$ cat src/rtl/lvda_ss_pkg.sv
// rtl/lvda_ss_pkg.sv - shared types and constants for the switch-selector register/sequencer
package lvda_ss_pkg;

    localparam int SS_CODE_W         = 5;
    localparam int SETTLE_CYCLES_DEF = 4;
    localparam int READ_CYCLES_DEF   = 25;

    typedef enum logic [2:0] {
        ST_IDLE,
        ST_SETTLE,
        ST_ARMED,
        ST_READ,
        ST_CLEAR
    } ss_state_t;

    // Only IDLE and ARMED are resting states; everything else is a timed or transient phase.
    function automatic logic is_busy(input ss_state_t s);
        return !((s == ST_IDLE) || (s == ST_ARMED));
    endfunction

endpackage

$ cat src/rtl/ss_cycle_timer.sv
// rtl/ss_cycle_timer.sv - saturating up-counter with terminal-count compare, shared by SETTLE and READ
module ss_cycle_timer #(
    parameter int CNT_W = 5
) (
    input  logic             clk,
    input  logic             rst_n,
    input  logic             clr,
    input  logic             en,
    input  logic [CNT_W-1:0] limit,
    output logic             done
);

    logic [CNT_W-1:0] count;

    // Saturates rather than wraps so a stuck enable can never alias back to a small count.
    always_ff @(posedge clk or negedge rst_n) begin
        if (!rst_n) begin
            count <= '0;
        end else if (clr) begin
            count <= '0;
        end else if (en && (count != {CNT_W{1'b1}})) begin
            count <= count + 1'b1;
        end
    end

    assign done = (count == limit);

endmodule

$ cat src/rtl/ss_register_sequencer.sv
// rtl/ss_register_sequencer.sv - switch-selector code register, feedback word and timed read sequencer
module ss_register_sequencer
    import lvda_ss_pkg::*;
#(
    parameter int SETTLE_CYCLES = SETTLE_CYCLES_DEF,
    parameter int READ_CYCLES   = READ_CYCLES_DEF,
    parameter int CNT_W         = 5
) (
    input  logic                 SIM_CLK,
    input  logic                 SIM_RST,
    input  logic [SS_CODE_W-1:0] SSD,
    input  logic                 SSLD,
    input  logic                 SSRDCMD,
    input  logic                 SSRSTCMD,
    output logic                 SSR9H,
    output logic                 SSR10H,
    output logic                 SSR11H,
    output logic                 SSR12H,
    output logic                 SSR13H,
    output logic [SS_CODE_W-1:0] SSFB,
    output logic                 SSREAD,
    output logic                 SSBUSY,
    output logic                 SSERR
);

    localparam logic [CNT_W-1:0] SETTLE_LAST = CNT_W'(SETTLE_CYCLES - 1);
    localparam logic [CNT_W-1:0] READ_LAST   = CNT_W'(READ_CYCLES - 1);

    ss_state_t            state;
    ss_state_t            state_n;
    logic [SS_CODE_W-1:0] code;
    logic                 code_ld;
    logic                 code_clr;
    logic                 cnt_clr;
    logic                 cnt_en;
    logic                 cnt_done;
    logic [CNT_W-1:0]     cnt_limit;
    logic                 illegal;
    logic                 err_q;

    assign cnt_limit = (state == ST_READ) ? READ_LAST : SETTLE_LAST;

    ss_cycle_timer #(
        .CNT_W (CNT_W)
    ) u_timer (
        .clk   (SIM_CLK),
        .rst_n (SIM_RST),
        .clr   (cnt_clr),
        .en    (cnt_en),
        .limit (cnt_limit),
        .done  (cnt_done)
    );

    always_ff @(posedge SIM_CLK or negedge SIM_RST) begin
        if (!SIM_RST) begin
            state <= ST_IDLE;
        end else begin
            state <= state_n;
        end
    end

    // Counter is held at zero unless a timed state is actively counting, so every entry starts at 0.
    always_comb begin
        state_n  = state;
        code_ld  = 1'b0;
        code_clr = 1'b0;
        cnt_clr  = 1'b1;
        cnt_en   = 1'b0;
        illegal  = 1'b0;
        if (SSRSTCMD) begin
            state_n  = ST_IDLE;
            code_clr = 1'b1;
        end else begin
            case (state)
                ST_IDLE: begin
                    illegal = SSRDCMD;
                    if (SSLD) begin
                        code_ld = 1'b1;
                        state_n = ST_SETTLE;
                    end
                end
                ST_SETTLE: begin
                    illegal = SSRDCMD;
                    if (SSLD) begin
                        code_ld = 1'b1;
                    end else if (cnt_done) begin
                        state_n = ST_ARMED;
                    end else begin
                        cnt_clr = 1'b0;
                        cnt_en  = 1'b1;
                    end
                end
                ST_ARMED: begin
                    illegal = SSLD && SSRDCMD;
                    if (SSLD) begin
                        code_ld = 1'b1;
                        state_n = ST_SETTLE;
                    end else if (SSRDCMD) begin
                        state_n = ST_READ;
                    end
                end
                ST_READ: begin
                    illegal = SSLD || SSRDCMD;
                    if (cnt_done) begin
                        code_clr = 1'b1;
                        state_n  = ST_CLEAR;
                    end else begin
                        cnt_clr = 1'b0;
                        cnt_en  = 1'b1;
                    end
                end
                ST_CLEAR: begin
                    illegal  = SSLD || SSRDCMD;
                    code_clr = 1'b1;
                    state_n  = ST_IDLE;
                end
                default: begin
                    state_n  = ST_IDLE;
                    code_clr = 1'b1;
                end
            endcase
        end
    end

    always_ff @(posedge SIM_CLK or negedge SIM_RST) begin
        if (!SIM_RST) begin
            code <= '0;
        end else if (code_clr) begin
            code <= '0;
        end else if (code_ld) begin
            code <= SSD;
        end
    end

    always_ff @(posedge SIM_CLK or negedge SIM_RST) begin
        if (!SIM_RST) begin
            err_q <= 1'b0;
        end else begin
            err_q <= illegal;
        end
    end

    assign SSR9H  = code[0];
    assign SSR10H = code[1];
    assign SSR11H = code[2];
    assign SSR12H = code[3];
    assign SSR13H = code[4];
    assign SSFB   = ((state == ST_ARMED) || (state == ST_READ)) ? ~code : '0;
    assign SSREAD = (state == ST_READ);
    assign SSBUSY = is_busy(state);
    assign SSERR  = err_q;

endmodule

$ cat config.mk
export PLATFORM = sky130hd
export DESIGN_NAME = ss_register_sequencer
export DESIGN_NICKNAME = d
export VERILOG_FILES = /design/src/rtl/lvda_ss_pkg.sv /design/src/rtl/ss_cycle_timer.sv /design/src/rtl/ss_register_sequencer.sv
export SDC_FILE = /design/constraint.sdc
export NUM_CORES = 1
export LEC_CHECK = 0
export ABC_AREA = 1
export BUFFER_PORTS_ARGS = -buffer_cell sky130_fd_sc_hd__buf_2
export CAP_MARGIN = 20
export CELL_PAD_IN_SITES_DETAIL_PLACEMENT = 1
export CELL_PAD_IN_SITES_GLOBAL_PLACEMENT = 2
export CORE_AREA = 3 3 58 60
export CTS_BUF_LIST = sky130_fd_sc_hd__clkbuf_8
export CTS_CLUSTER_DIAMETER = 80
export DETAILED_ROUTE_END_ITERATION = 6
export DIE_AREA = 0 0 61 63
export GPL_TIMING_DRIVEN = 0
export PLACE_DENSITY = 0.78
export SKIP_CTS_REPAIR_TIMING = 1
export SYNTH_ARGS = -nofsm -noshare
export SYNTH_HDL_FRONTEND = slang
export SYNTH_SLANG_ARGS = --single-unit
$ cat constraint.sdc
create_clock -name SIM_CLK -period 1.8 [get_ports SIM_CLK]
set_input_delay 0.27 -clock SIM_CLK [delete_from_list [all_inputs] [get_ports SIM_CLK]]
set_output_delay 0.27 -clock SIM_CLK [all_outputs]
set_load 0.03 [all_outputs]
==> metrics.md <==
| Metric | Value |
|---|---|
| Status | completed |
| Hold endpoint | state[2]$_DFFE_PN0P_ |
| Power density over the cells | 1140 nW/µm² |
| Final Max Slew Viols | 0 |
| Hold Startpoint | SSRSTCMD |
| Die area | 3840 µm² |
| Crit path max-delay family | adder cells |
| Yosys reg bits | 14 |
| Share of layout cells above drive strength 1 | 27.6% |
| Crit Path Class | reg2reg |
| P_leak | 0.538 nW |
| Area share of the largest cell type after synthesis | 42.6% |
| Worst Setup SP | u_timer.count[0]$_DFFE_PN0P_ |
| Pre-CTS WS | 198 ps |
| Gpl congestion | 0.729 |
| Final instance area | between 1000 and 1500 µm² |
| Layout area overhead | 24.8% |
| GRT met1 Usage | 16.7% |
| Worst path required time | a little under 2000 ps |
| Class of the worst hold path | in2reg |
| FP Rows | 20 |
| Yosys top cell by area | dfrtp_1 |
| First-pass GRT wire length | 3550 µm |
| M3 GR Usage | roughly 2.5% |
| CP max-delay cell | dfrtp_1 |
| First drt pass iteration count | 4 |
| Tightest Pin Transition | 339 ps |
| Worst reg2reg setup slack | around 210 ps |
| TritonCTS Sinks | 14 |
| HPWL after DPL | between 1500 and 2000 µm |
| IO Count | 23 |
| Worst R2R Path Depth | 8 |
| Initial Util | around 28% |
| Pin count of the biggest net entering global routing | 15 |
| Number of global-route vias before repair | 777 |
| WHS Path Cells | 2 |
| Cells after synthesis | 108 |
| RSZ-0062 raised after global routing | false |
| Port bufs | 22 |
| Initial antenna violation count | 0 |
| # setup viols final | 0 |
| CTS tree | yes |
| Worst Slack Setup Final | around 210 ps |
| DR vias/cell | 4.75 |
| Gr ovfl total | 0 |
| Avg Inst Size Synth | 7.61 µm² |
| Total GRT Usage | 12.5% |
| Met2 usage | 18.0% |
| DR iter-0 viols | 31 |
| Antenna violation net count after detailed routing | 0 |
| Clock skew | 1.05 ps |
| CTS clock-pin slew for the worst setup and hold paths | 60 ps |
| H-Tree Depth | 1 |
| Buf+Inv Stages, Crit Path | 0 |
| Net count after synthesis | 120 |
| Placed Area | 973 µm² |
| Rel. slew slack | ~77% |
| Clk_lat worst skew | 240 ps |
| Slowest stage delay, CP | 410 ps |
| Bufs on Longest Clock Path | 2 |
| DRC viols | 0 |
| Final WL | 2140 µm |
| Max-Cap Viols | 0 |
| Busiest grt layer | met2 |
| Seq/Total Area, Yosys | approximately 43% |
| CP arrival | approximately 1800 ps |
| ANT cells | 0 |
| Final net count | 148 |
| Final hold slack | between 200 and 250 ps |
| Final Hold Fails | 0 |
| Ratio of final minimum period to clock period | just under 90% |
| TritonCTS buffer count | 3 |
| CTS Root Cell | clkbuf_8 |
| Setup crit end kind | flip-flop |
| R2r startpoint | u_timer.count[0]$_DFFE_PN0P_ |
| Stages on the worst setup path | 8 |
| Core Box Area | 2980 µm² |
| Maximum fanout along the worst path | 6 |
| Max Freq | 0.631 GHz |
| RR Endpoint | u_timer.count[3]$_DFFE_PN0P_ |
| Total number of vias | 794 |
| Distinct cells, synth | 21 |
| Worst vdd ir | between 300 and 400 µV |
| Setup TNS | 0 ps |
| Die Wd | 61 µm |
| Synth warn | 0 |
| Average wire per standard cell | approximately 13 µm |
| Synth Cell Area | 822 µm² |
| Crit-path cells | ha_1, nand2_1, nor2_1, ha_1, a21oi_4, nand3_1, xor2_1, nor2_1 |
| Synth top area cells | dfrtp_1, nand2_1, nand3_1, nor2_1, a21oi_1 |
| Setup crit start kind | flip-flop |
| Die Height | 63 µm |
| Final worst path period need | 1590 ps |
| Tot Pwr | 0.00117 W |
-- stage by stage --
step,util (%),cells
after global placement,32.7,163
after global routing,34.5,167
final,34.5,167
after floorplan,-,108
after detailed placement,32.7,163
after CTS,34.1,166
-- area by class of cell --
| cell class | instances | area (µm²) |
|---|---|---|
| flip-flops and latches | 14 | 352 |
| fillers | 383 | 1950 |
| well taps | 33 | 41.3 |
| inverters | 9 | 33.8 |
| plain buffers | 1 | 5.00 |
| clock buffers | 3 | 41.3 |
| multi-input cells | 84 | 433 |
| repair buffers | 23 | 120 |
-- synth_stat cells, drive strengths merged --
cell type	count
nor2	18
xnor2	1
ha	2
buf	1
or2	1
xor2	2
nor4	1
nand3b	1
a21oi	9
nand4	3
nand3	13
inv	9
o21ai	3
nand2	30
dfrtp	14
-- cell usage in the layout, fill, tap and decap left out, drive strengths merged --
cell type and instances:
dlygate4sd3 1, dfrtp 14, or2 1, buf 23, nand2 30, clkbuf 3, nor4 1, nand3b 1
ha 2, xnor2 1, nand3 13, xor2 2, a21oi 9, nand4 3, o21ai 3, inv 9
nor2 18
-- flip-flops by register name, summed over array words and instances (netlist names) --
register	count
state	3
SSERR	1
u_timer.count	5
code	5
-- report_power, final --
part           leakage (nW)  internal [W]  total (W)  switching, W
sequential            0.189      0.000354   0.000400     0.0000457
combinational         0.327      0.000144   0.000509      0.000365
clock                0.0216      0.000148   0.000258      0.000110
-- per-layer routing --
layer	vias up	wire length, µm	part of all wire, %
met5	-	0	0
met4	0	51	2.4
met3	4	82	3.8
met2	23	921	43
met1	363	1080	51
li1	404	-	-
-- logic make-up after synthesis --
family	count (synthesis)	synth area share, %
simple gates	67	37.7
xor+xnor	3	3.20
compound gates	12	8.68
flops	14	42.6
fa+ha+maj	2	3.04
buf+inv	10	4.72
-- worst max-delay path by stage --
stage | slack, ps | to
floorplan | 330 | u_timer.count[3]$_DFFE_PN0P_
global placement | 230 | u_timer.count[3]$_DFFE_PN0P_
detailed placement | 200 | u_timer.count[3]$_DFFE_PN0P_
CTS | 150 | SSFB[3]
global route | 60 | SSFB[3]
finish | 210 | u_timer.count[3]$_DFFE_PN0P_
Note: power is estimated with default switching activity, not from simulation.
